**src/rtl/dcache_pkg.sv**
```systemverilog
// Shared types and helpers for the direct-mapped write-through data cache.
package dcache_pkg;

    localparam int unsigned DCACHE_DATA_WIDTH = 32;
    localparam int unsigned DCACHE_BE_W       = DCACHE_DATA_WIDTH / 8;

    typedef enum logic [1:0] {
        IDLE,
        FETCH,
        WRITE,
        WDONE
    } dcache_state_e;

    function automatic logic [DCACHE_DATA_WIDTH-1:0] byte_merge(
        input logic [DCACHE_DATA_WIDTH-1:0] old_word,
        input logic [DCACHE_DATA_WIDTH-1:0] new_word,
        input logic [DCACHE_BE_W-1:0]       be
    );
        logic [DCACHE_DATA_WIDTH-1:0] merged;
        merged = old_word;
        for (int i = 0; i < int'(DCACHE_BE_W); i++) begin
            if (be[i]) begin
                merged[8*i +: 8] = new_word[8*i +: 8];
            end
        end
        return merged;
    endfunction

endpackage

```
**src/rtl/dcache_array.sv**
```systemverilog
// Valid/tag/data storage: combinational read port, one byte-merging write port.
module dcache_array
    import dcache_pkg::*;
#(
    parameter int unsigned SETS  = 64,
    parameter int unsigned IDX_W = $clog2(SETS),
    parameter int unsigned TAG_W = DCACHE_DATA_WIDTH - 2 - IDX_W
) (
    input  logic                         clk,
    input  logic                         rst,
    input  logic [IDX_W-1:0]             rd_idx,
    output logic                         rd_valid,
    output logic [TAG_W-1:0]             rd_tag,
    output logic [DCACHE_DATA_WIDTH-1:0] rd_data,
    input  logic                         wr_en,
    input  logic [IDX_W-1:0]             wr_idx,
    input  logic [TAG_W-1:0]             wr_tag,
    input  logic [DCACHE_DATA_WIDTH-1:0] wr_data,
    input  logic [DCACHE_BE_W-1:0]       wr_be
);

    logic [SETS-1:0]              valid_q;
    logic [TAG_W-1:0]             tag_q  [SETS];
    logic [DCACHE_DATA_WIDTH-1:0] data_q [SETS];

    always_ff @(posedge clk) begin
        if (rst) begin
            valid_q <= '0;
        end else if (wr_en) begin
            valid_q[wr_idx] <= 1'b1;
        end
    end

    // Tag and data arrays are deliberately left unreset; valid gates their use.
    always_ff @(posedge clk) begin
        if (wr_en) begin
            tag_q[wr_idx]  <= wr_tag;
            data_q[wr_idx] <= byte_merge(data_q[wr_idx], wr_data, wr_be);
        end
    end

    assign rd_valid = valid_q[rd_idx];
    assign rd_tag   = tag_q[rd_idx];
    assign rd_data  = data_q[rd_idx];

endmodule

```
**src/rtl/dcache_responder.sv**
```systemverilog
// Direct-mapped write-through no-write-allocate M-stage data cache.
// Optional hit/miss counters are enabled with `define DCACHE_STATS_EN.
module dcache_responder
    import dcache_pkg::*;
#(
    parameter int unsigned DATA_WIDTH = DCACHE_DATA_WIDTH,
    parameter int unsigned SETS       = 64
) (
    input  logic                    clk,
    input  logic                    rst,
    input  logic                    MemReadM,
    input  logic                    MemWriteM,
    input  logic [DATA_WIDTH-1:0]   AddrM,
    input  logic [DATA_WIDTH-1:0]   WriteDataM,
    input  logic [DATA_WIDTH/8-1:0] ByteEnM,
    output logic [DATA_WIDTH-1:0]   DMRd,
    output logic                    StallM,
    output logic                    MemReq,
    output logic                    MemWe,
    output logic [DATA_WIDTH-1:0]   MemAddr,
    output logic [DATA_WIDTH-1:0]   MemWData,
    output logic [DATA_WIDTH/8-1:0] MemBe,
    input  logic [DATA_WIDTH-1:0]   MemRData,
    input  logic                    MemAck
`ifdef DCACHE_STATS_EN
    ,
    output logic [31:0]             HitCount,
    output logic [31:0]             MissCount
`endif
);

    localparam int unsigned IDX_W = $clog2(SETS);
    localparam int unsigned TAG_W = DATA_WIDTH - 2 - IDX_W;

    dcache_state_e           state_q;
    logic                    mem_req_q;
    logic                    mem_we_q;
    logic [DATA_WIDTH-1:0]   mem_addr_q;
    logic [DATA_WIDTH-1:0]   mem_wdata_q;
    logic [DATA_WIDTH/8-1:0] mem_be_q;

    logic [IDX_W-1:0]      idx;
    logic [TAG_W-1:0]      tag;
    logic                  line_valid;
    logic [TAG_W-1:0]      line_tag;
    logic [DATA_WIDTH-1:0] line_data;
    logic                  hit;
    logic                  fill_en;
    logic                  store_en;
    logic                  arr_we;
    logic [DATA_WIDTH-1:0] arr_wdata;
    logic [DATA_WIDTH/8-1:0] arr_be;

    assign idx = AddrM[2 +: IDX_W];
    assign tag = AddrM[DATA_WIDTH-1 -: TAG_W];
    assign hit = line_valid && (line_tag == tag);

    assign fill_en   = (state_q == FETCH) && MemAck;
    assign store_en  = (state_q == WRITE) && MemAck && hit;
    assign arr_we    = (fill_en || store_en) && !rst;
    assign arr_wdata = fill_en ? MemRData : mem_wdata_q;
    assign arr_be    = fill_en ? '1 : mem_be_q;

    dcache_array #(
        .SETS  (SETS),
        .IDX_W (IDX_W),
        .TAG_W (TAG_W)
    ) u_array (
        .clk      (clk),
        .rst      (rst),
        .rd_idx   (idx),
        .rd_valid (line_valid),
        .rd_tag   (line_tag),
        .rd_data  (line_data),
        .wr_en    (arr_we),
        .wr_idx   (idx),
        .wr_tag   (tag),
        .wr_data  (arr_wdata),
        .wr_be    (arr_be)
    );

    // Request fields are captured on leaving IDLE so they stay stable until MemAck.
    always_ff @(posedge clk) begin
        if (rst) begin
            state_q     <= IDLE;
            mem_req_q   <= 1'b0;
            mem_we_q    <= 1'b0;
            mem_addr_q  <= '0;
            mem_wdata_q <= '0;
            mem_be_q    <= '0;
        end else begin
            case (state_q)
                IDLE: begin
                    if (MemWriteM) begin
                        state_q     <= WRITE;
                        mem_req_q   <= 1'b1;
                        mem_we_q    <= 1'b1;
                        mem_addr_q  <= {AddrM[DATA_WIDTH-1:2], 2'b00};
                        mem_wdata_q <= WriteDataM;
                        mem_be_q    <= ByteEnM;
                    end else if (MemReadM && !hit) begin
                        state_q    <= FETCH;
                        mem_req_q  <= 1'b1;
                        mem_we_q   <= 1'b0;
                        mem_addr_q <= {AddrM[DATA_WIDTH-1:2], 2'b00};
                    end
                end
                FETCH: begin
                    if (MemAck) begin
                        state_q   <= IDLE;
                        mem_req_q <= 1'b0;
                    end
                end
                WRITE: begin
                    if (MemAck) begin
                        state_q   <= WDONE;
                        mem_req_q <= 1'b0;
                        mem_we_q  <= 1'b0;
                    end
                end
                WDONE: begin
                    state_q <= IDLE;
                end
                default: begin
                    state_q <= IDLE;
                end
            endcase
        end
    end

    assign MemReq   = mem_req_q;
    assign MemWe    = mem_we_q;
    assign MemAddr  = mem_addr_q;
    assign MemWData = mem_wdata_q;
    assign MemBe    = mem_be_q;

    always_comb begin
        StallM = 1'b0;
        DMRd   = '0;
        case (state_q)
            IDLE: begin
                StallM = MemWriteM || (MemReadM && !hit);
                if (MemReadM && hit) begin
                    DMRd = line_data;
                end
            end
            FETCH:   StallM = 1'b1;
            WRITE:   StallM = 1'b1;
            WDONE:   StallM = 1'b0;
            default: StallM = 1'b0;
        endcase
    end

`ifdef DCACHE_STATS_EN
    logic [31:0] hit_cnt_q;
    logic [31:0] miss_cnt_q;
    logic        load_hit;
    logic        load_miss;

    assign load_hit  = (state_q == IDLE) && MemReadM && !MemWriteM && hit;
    assign load_miss = (state_q == IDLE) && MemReadM && !MemWriteM && !hit;

    always_ff @(posedge clk) begin
        if (rst) begin
            hit_cnt_q  <= '0;
            miss_cnt_q <= '0;
        end else begin
            if (load_hit && (hit_cnt_q != '1)) begin
                hit_cnt_q <= hit_cnt_q + 32'd1;
            end
            if (load_miss && (miss_cnt_q != '1)) begin
                miss_cnt_q <= miss_cnt_q + 32'd1;
            end
        end
    end

    assign HitCount  = hit_cnt_q;
    assign MissCount = miss_cnt_q;
`endif

endmodule

```
**config.mk**
```make
export PLATFORM = sky130hd
export DESIGN_NAME = dcache_responder
export DESIGN_NICKNAME = d
export VERILOG_FILES = /design/src/rtl/dcache_pkg.sv /design/src/rtl/dcache_array.sv /design/src/rtl/dcache_responder.sv
export SDC_FILE = /design/constraint.sdc
export NUM_CORES = 2
export LEC_CHECK = 0
export ABC_AREA = 1
export CAP_MARGIN = 20
export CORE_UTILIZATION = 38
export CTS_CLUSTER_DIAMETER = 50
export DETAILED_ROUTE_END_ITERATION = 8
export HOLD_SLACK_MARGIN = 0.06
export MAX_ROUTING_LAYER = met4
export PLACE_DENSITY_LB_ADDON = 0.25
export SLEW_MARGIN = 0
export SYNTH_ARGS = -nofsm -noshare
export SYNTH_HDL_FRONTEND = slang
export SYNTH_SLANG_ARGS = --single-unit
```
**constraint.sdc**
```tcl
create_clock -name clk -period 8.7 [get_ports clk]
set_input_delay 1.74 -clock clk [delete_from_list [all_inputs] [get_ports clk]]
set_output_delay 1.74 -clock clk [all_outputs]
set_load 0.05 [all_outputs]
```
Yosys cells after proc, flatten, opt, wreduce, memory -nomap -nowiden
Memories as Yosys holds them, arrays and structs flattened.
Index checks and enable logic that the tools add are counted.
{"block": "totals", "reg_bits": 136, "latchBits": 0, "mem_bits_rw": 3584, "rom_bits": 0, "in_bits": 105, "out_inout_bits": 103, "wordCells": 75, "n_memories": 2}
{"block": "classes", "add_sub_neg": 0, "n_mul": 0, "div": 0, "magnitude_cmp": 2, "n_eq_ne": 8, "n_shift": 0, "n_mux": 33, "n_bitwise": 1, "reduce_logical": 22}
{"memory": "u_array.data_q", "words": 64, "width": 32, "read_ports": 1, "rd_ports_with_merged_regs": 0, "wr": 1, "line": "dcache_array.sv:24", "source": "logic [DCACHE_DATA_WIDTH-1:0] data_q [SETS];"}
{"memory": "u_array.tag_q", "words": 64, "width": 24, "read_ports": 1, "rd_ports_with_merged_regs": 0, "wr": 1, "line": "dcache_array.sv:23", "source": "logic [TAG_W-1:0] tag_q [SETS];"}
{"cell": "32-bit 2-to-1 mux", "n": 5}
{"cell": "8-bit 2-to-1 mux", "n": 8}
{"cell": "64-bit bitwise OR", "n": 1}
{"cell": "24-bit == test", "n": 1}
{"cell": "1-bit 2-to-1 mux", "n": 9}
{"cell": "3-bit AND reduction", "n": 3}
{"cell": "1-bit logical AND", "n": 8}
{"cell": "2-bit 2-to-1 mux", "n": 4}
{"cell": "2-bit one-hot mux with 4 select lines", "n": 1}
{"cell": "6-bit by 7-bit < comparator with 1-bit output (second input constant)", "n": 1}
{"cell": "1-bit binary-select mux with 6-bit select", "n": 1}
{"cell": "1-bit demux with 6-bit select", "n": 1}
{"cell": "6-bit by 1-bit >= comparator with 1-bit output (second input constant)", "n": 1}
{"cell": "2-bit nonzero test", "n": 3}
{"cell": "2-bit == test (second input constant)", "n": 2}
{"cell": "4-bit 2-to-1 mux", "n": 1}
{"cell": "2-bit inequality test (second input constant)", "n": 2}
{"cell": "1-bit one-hot mux with 2 select lines", "n": 2}
{"cell": "2-bit AND reduction", "n": 2}
{"cell": "3-bit inequality test (second input constant)", "n": 1}
{"cell": "1-bit one-hot mux with 3 select lines", "n": 1}
{"cell": "2-bit by 1-bit == test with 1-bit output (second input constant)", "n": 1}
{"cell": "1-bit zero test", "n": 2}
{"cell": "2-bit zero test", "n": 1}
{"cell": "other kinds (3)", "n": 4}

Longest topological paths before layout
{"block": "logic_depth", "word_depth": 8, "mapped_depth": 27, "mapped_depth_nobuf": 23}

Hierarchy
A second synthesis with hierarchy kept.
{"block": "hier_totals", "hier_cells": 13043, "hier_area_um2": 151515.3}
{"mod": "dcache_array", "instances": 1, "cells_per_inst": 12467, "area_per_inst_um2": 147544.0, "seq_area_each_um2": 108904.4}
{"mod": "dcache_responder", "instances": 1, "cells_per_inst": 576, "area_per_inst_um2": 3971.3, "seq_area_each_um2": 1401.3}

Least setup slack after synthesis
OpenSTA, ideal clock, no wires.
{"block": "synth_timing", "path_type": "input -> register", "start": "in AddrM[3]", "end": "mem u_array.data_q[48][0] (enable)", "setup_time_ns": 0.470, "arrival_ns": 6.222, "required_time_ns": 8.230, "path_slack_ns": 2.008, "path_stages": 20, "n_path_buf": 3, "cell_sequence": "buf_2 inv_2 nor2_1 buf_2 buf_2 o21ai_0 o21ai_0 o21ai_0 nand2_1 nor2_1 nand2_1 xnor2_1 nand2_1 nor2_1 nand3_1 o21ai_2 nand2_1 inv_2 nand2_1 nor2_1"}
{"block": "synth_between", "elab_chain_len": 8, "elab_cells_between_ends": 10, "classes_between": "eq/ne: 1; mux: 4; reduce/logical: 4; memory: 1"}
{"element": "start: declaration", "line": "dcache_responder.sv:13", "source": "input logic [DATA_WIDTH-1:0] AddrM,"}
{"element": "memory 64 x 24 bit or 1-bit binary-select mux with 6-bit select (tied branches)"}
{"element": "24-bit == test or 1-bit 2-to-1 mux (tied branches)", "line": "dcache_responder.sv:56, dcache_array.sv:42"}
{"element": "1-bit logical AND", "line": "dcache_responder.sv:56", "source": "assign hit = line_valid && (line_tag == tag);"}
{"element": "1-bit logical AND", "line": "dcache_responder.sv:59", "source": "assign store_en = (state_q == WRITE) && MemAck && hit;"}
{"element": "1-bit logical OR", "line": "dcache_responder.sv:60", "source": "assign arr_we = (fill_en || store_en) && !rst;"}
{"element": "1-bit logical AND", "line": "dcache_responder.sv:60"}
{"element": "1-bit 2-to-1 mux", "line": "dcache_array.sv:36", "source": "if (wr_en) begin"}
{"element": "1-bit 2-to-1 mux (not written as such)", "line": "dcache_array.sv:38", "source": "data_q[wr_idx] <= byte_merge(data_q[wr_idx], wr_data, wr_be);"}
{"element": "end: declaration", "line": "dcache_array.sv:24"}
Several ways; a longest one is shown, not always the timed one. The select of a mux whose other input is x is not followed.

Worst setup path in the final report
{"block": "layout_timing", "start": "in AddrM[4]", "end": "out DMRd[31]"}
{"block": "layout_between", "elab_chain_len": 6, "elab_cells_between_ends": 9, "classes_between": "eq/ne: 1; mux: 4; reduce/logical: 2; memory: 2"}
{"element": "memory 64 x 24 bit or 1-bit binary-select mux with 6-bit select (tied branches)"}
{"element": "24-bit == test or 1-bit 2-to-1 mux (tied branches)", "line": "dcache_responder.sv:56, dcache_array.sv:42"}
{"element": "1-bit logical AND", "line": "dcache_responder.sv:56"}
{"element": "1-bit logical AND", "line": "dcache_responder.sv:143", "source": "if (MemReadM && hit) begin"}
{"element": "32-bit 2-to-1 mux *", "line": "dcache_responder.sv:143"}
{"element": "32-bit 2-to-1 mux *", "line": "dcache_responder.sv:140", "source": "case (state_q)"}
{"element": "end: declaration", "line": "dcache_responder.sv:16", "source": "output logic [DATA_WIDTH-1:0] DMRd,"}
Mark *: on every way between the ends. The rest lies on a longest branch, timed or not. The select of a mux whose other input is x is not followed.

==> impl_metrics.py <==
metrics = {
    "route": {
        "dr_total_vias": 92400,
        "wl_per_cell_um": 28.6,
        "detail_route.first_pass.iterations": 6,
        "routed_wl_um": 472000,
        "drt-initial-drc-count": 12500,
        "drc": 0,
        "antenna_left": 0,
        "vias_per_cell": 5.60,
    },
    "clock_network": {
        "numCtsBuffers": 399,
        "clkSinkCount": 3718,
        "ctsHoldBuffers": 0,
        "cts_tree": "yes",
        "cts_setup_buffers": 0,
        "cts-resized-gates": 0,
        "clk-insertion-delay-late_ps": 980,
        "root_buffer": "clkbuf_16",
        "ctsHtreeMaxLevel": 5,
        "clk_path_buf_depth": 4,
        "clk_pin_slew_ps": 50,
    },
    "floorplan": {
        "fp.dieW_um": 618,
        "start_util_pct": 38.3,
        "dieArea_um2": 381000,
        "core-area_um2": 376000,
        "ios": 208,
        "rows": 225,
        "die_h_um": 618,
    },
    "synthesis": {
        "synth_area_leaders": "edfxtp_1, nand2_1, nor2_1, dfxtp_1, o21ai_0",
        "yosysWarnings": 0,
        "yosysMostFrequentCell": "edfxtp_1",
        "async_reset_ff_share_pct": 0,
        "synthTopCellsByCount": "edfxtp_1, nand2_1, nor2_1, inv_1, o21ai_0",
        "syn_avg_cell_area_um2": 13.4,
        "synth_top_area_cell": "edfxtp_1",
        "ys.flop_type": "edfxtp_1",
        "ys_ff_latch": 3718,
        "ys_seq_area_share_pct": 76.6,
        "synth_edf_count": 3584,
        "synthCells": 10800,
        "ys_types": 39,
        "synth_top_area_share_pct": 74.7,
        "syn_area_um2": 144000,
    },
    "grt": {
        "grt_max_degree": 169,
        "antenna_found_initial": 23,
        "grt_pass1_vias": 88700,
        "grt_pass1_wl_um": 660000,
        "grt.total_usage_pct": 24.9,
        "grt-ovfl-total": 0,
    },
    "critical_path": {
        "reg2reg_from": "u_array.tag_q[0][20]$_DFFE_PP_",
        "r2r_cells": 18,
        "worstSetupPathType": "in -> out",
        "critical_path.endpoint": "DMRd[31]",
        "critPathMaxFanout": 32,
        "required_ps": 6960,
        "reg2reg_slack_ps": 3730,
        "setup.worst_path.end_class": "primary output",
        "cp-startpoint": "AddrM[4]",
        "startpoint_type": "input port",
        "r2r_end": "u_array.tag_q[28][11]$_DFFE_PP_",
        "arrival_ps": 6750,
    },
    "layout": {
        "multi_input_area_um2": 29100,
        "fin_cells": 16500,
        "drive_gt1_share_pct": 11.0,
        "areaGrowthSynthToFinish_pct": 17.4,
        "register_area_um2": 110000,
        "finalNetCount": 11300,
        "fillerInstances": 32900,
    },
    "timing": {
        "slew_headroom_pct": 31.0,
        "tightest_slew_ps": 1030,
        "fin_crit_sh_pct": 97.6,
        "timing.hold.ws_ps": 447,
        "tns_ps": 0,
        "finalCriticalPeriod_ps": 8490,
        "setup_viol": 0,
        "fmax_mhz": 118,
        "rsz0062_at_grt": "no",
        "finalClockSkew_ps": 65.6,
        "slew_viol_final": 0,
        "hold_viol_final": 0,
    },
    "power": {
        "vdd_drop_max_v": 0.000187,
        "power_leakage_nw": 58.4,
        "power_density_nw_per_um2": 251,
    },
    "place": {
        "port_buffers": 203,
        "gp_congestion": 0.829,
        "dp_hpwl_um": 252000,
        "placed_cells": 15700,
    },
    "status": {
        "outcome": "complete, no violations",
    },
    "job": {
        "maxCapViolCount": 0,
    },
    "min_path": {
        "hold_path.class": "reg -> reg",
    },
}
-- worst max-delay path: stages --
cell      delay, ps
buf_2           460
inv_2           360
nand2_4         670
buf_4           320
nor2_1           60
nand2_1          60
nand2_1          50
o21ai_1         140
nand2_1          70
nor2_1          370
nand2_1         110
nand2_1          90
nand2_1          50
nor2_1          250
nand3_1         280
nor2_1          240
nand3_1         110
buf_4           210
nand3b_1        250
buf_12          250
nor2_1          170
buf_4           190
buf_12          140
-- metrics by stage --
stage	cell area (µm²)	power (mW)	worst slack (ps)	utilization [%]
detailed placement	156000	25.3	234	41.3
floorplan	144000	23.7	2010	-
global route	169000	43.6	131	44.9
finish	169000	42.5	210	44.9
CTS	169000	42.6	217	44.9
global placement	155000	25.2	290	41.3
-- how the worst min path moves through the flow --
stage          slack, ps                               end  cells past startpoint                             start
2_1_floorplan        430  u_array.valid_q[11]$_SDFFE_PP0P_                      2  u_array.valid_q[11]$_SDFFE_PP0P_
3_3_place_gp         440  u_array.valid_q[63]$_SDFFE_PP0P_                      2  u_array.valid_q[63]$_SDFFE_PP0P_
3_5_place_dp         440  u_array.valid_q[39]$_SDFFE_PP0P_                      2  u_array.valid_q[39]$_SDFFE_PP0P_
4_1_cts              450  u_array.valid_q[39]$_SDFFE_PP0P_                      2  u_array.valid_q[39]$_SDFFE_PP0P_
5_1_grt              470  u_array.valid_q[52]$_SDFFE_PP0P_                      2  u_array.valid_q[52]$_SDFFE_PP0P_
6_report             450  u_array.valid_q[39]$_SDFFE_PP0P_                      2  u_array.valid_q[39]$_SDFFE_PP0P_
-- placed cells by master (no fill, tap or decap), types with 116 or more instances in the layout --
master,n
clkdlybuf4s50_1,142
a22oi_1,299
o21ai_0,510
dfxtp_1,134
nand4_1,306
inv_1,568
a22o_1,192
a221oi_1,236
clkbuf_16,409
nor2_1,846
o211ai_1,238
buf_12,213
edfxtp_1,3584
nand3_1,288
o21ai_1,116
nand2_1,2470
buf_4,217
-- registers in the layout, indices dropped and copies added (netlist names) --
register	flops
MemReq	1
u_array.data_q	2048
MemWData	32
state_q	2
MemBe	4
MemWe	1
u_array.valid_q	64
MemAddr	30
u_array.tag_q	1536
-- where the power goes --
group | internal [mW] | total, mW | switching (mW)
clock network | 10.2 | 17.5 | 7.22
logic | 0.836 | 3.95 | 3.12
registers | 20.9 | 21.1 | 0.114
total | 32.0 | 42.5 | 10.5
-- kinds of logic after synthesis --
| kind of cell | after synthesis | share of synthesized area [%] |
|---|---|---|
| xor gates and xnor gates | 1 | 0.00608 |
| DFF | 3718 | 76.6 |
| buffers and inverters | 1223 | 3.54 |
| and+or+nand+nor | 4099 | 11.8 |
| AOI/OAI and AO/OA | 1722 | 8.08 |
| adders and majority gates | 3 | 0.0261 |
| other | 1 | 0.00260 |
-- cell type report --
| type | instances | area share (%) |
|---|---|---|
| multi-input combinational | 5827 | 17.2 |
| clock buffer | 471 | 6.23 |
| clock inverter | 269 | 1.77 |
| inverter | 610 | 1.43 |
| antenna | 5 | 0.00740 |
| timing repair buffer | 600 | 4.43 |
| tap | 4994 | 3.70 |
| sequential | 3718 | 65.3 |
-- per-layer routing --
metal,part of all wire [%],global-route usage (%)
met5,0,-
met4,3.7,8.26
met3,8.9,3.18
met2,46,38.8
met1,41,33.7
Power figures use the tool's default switching activity.
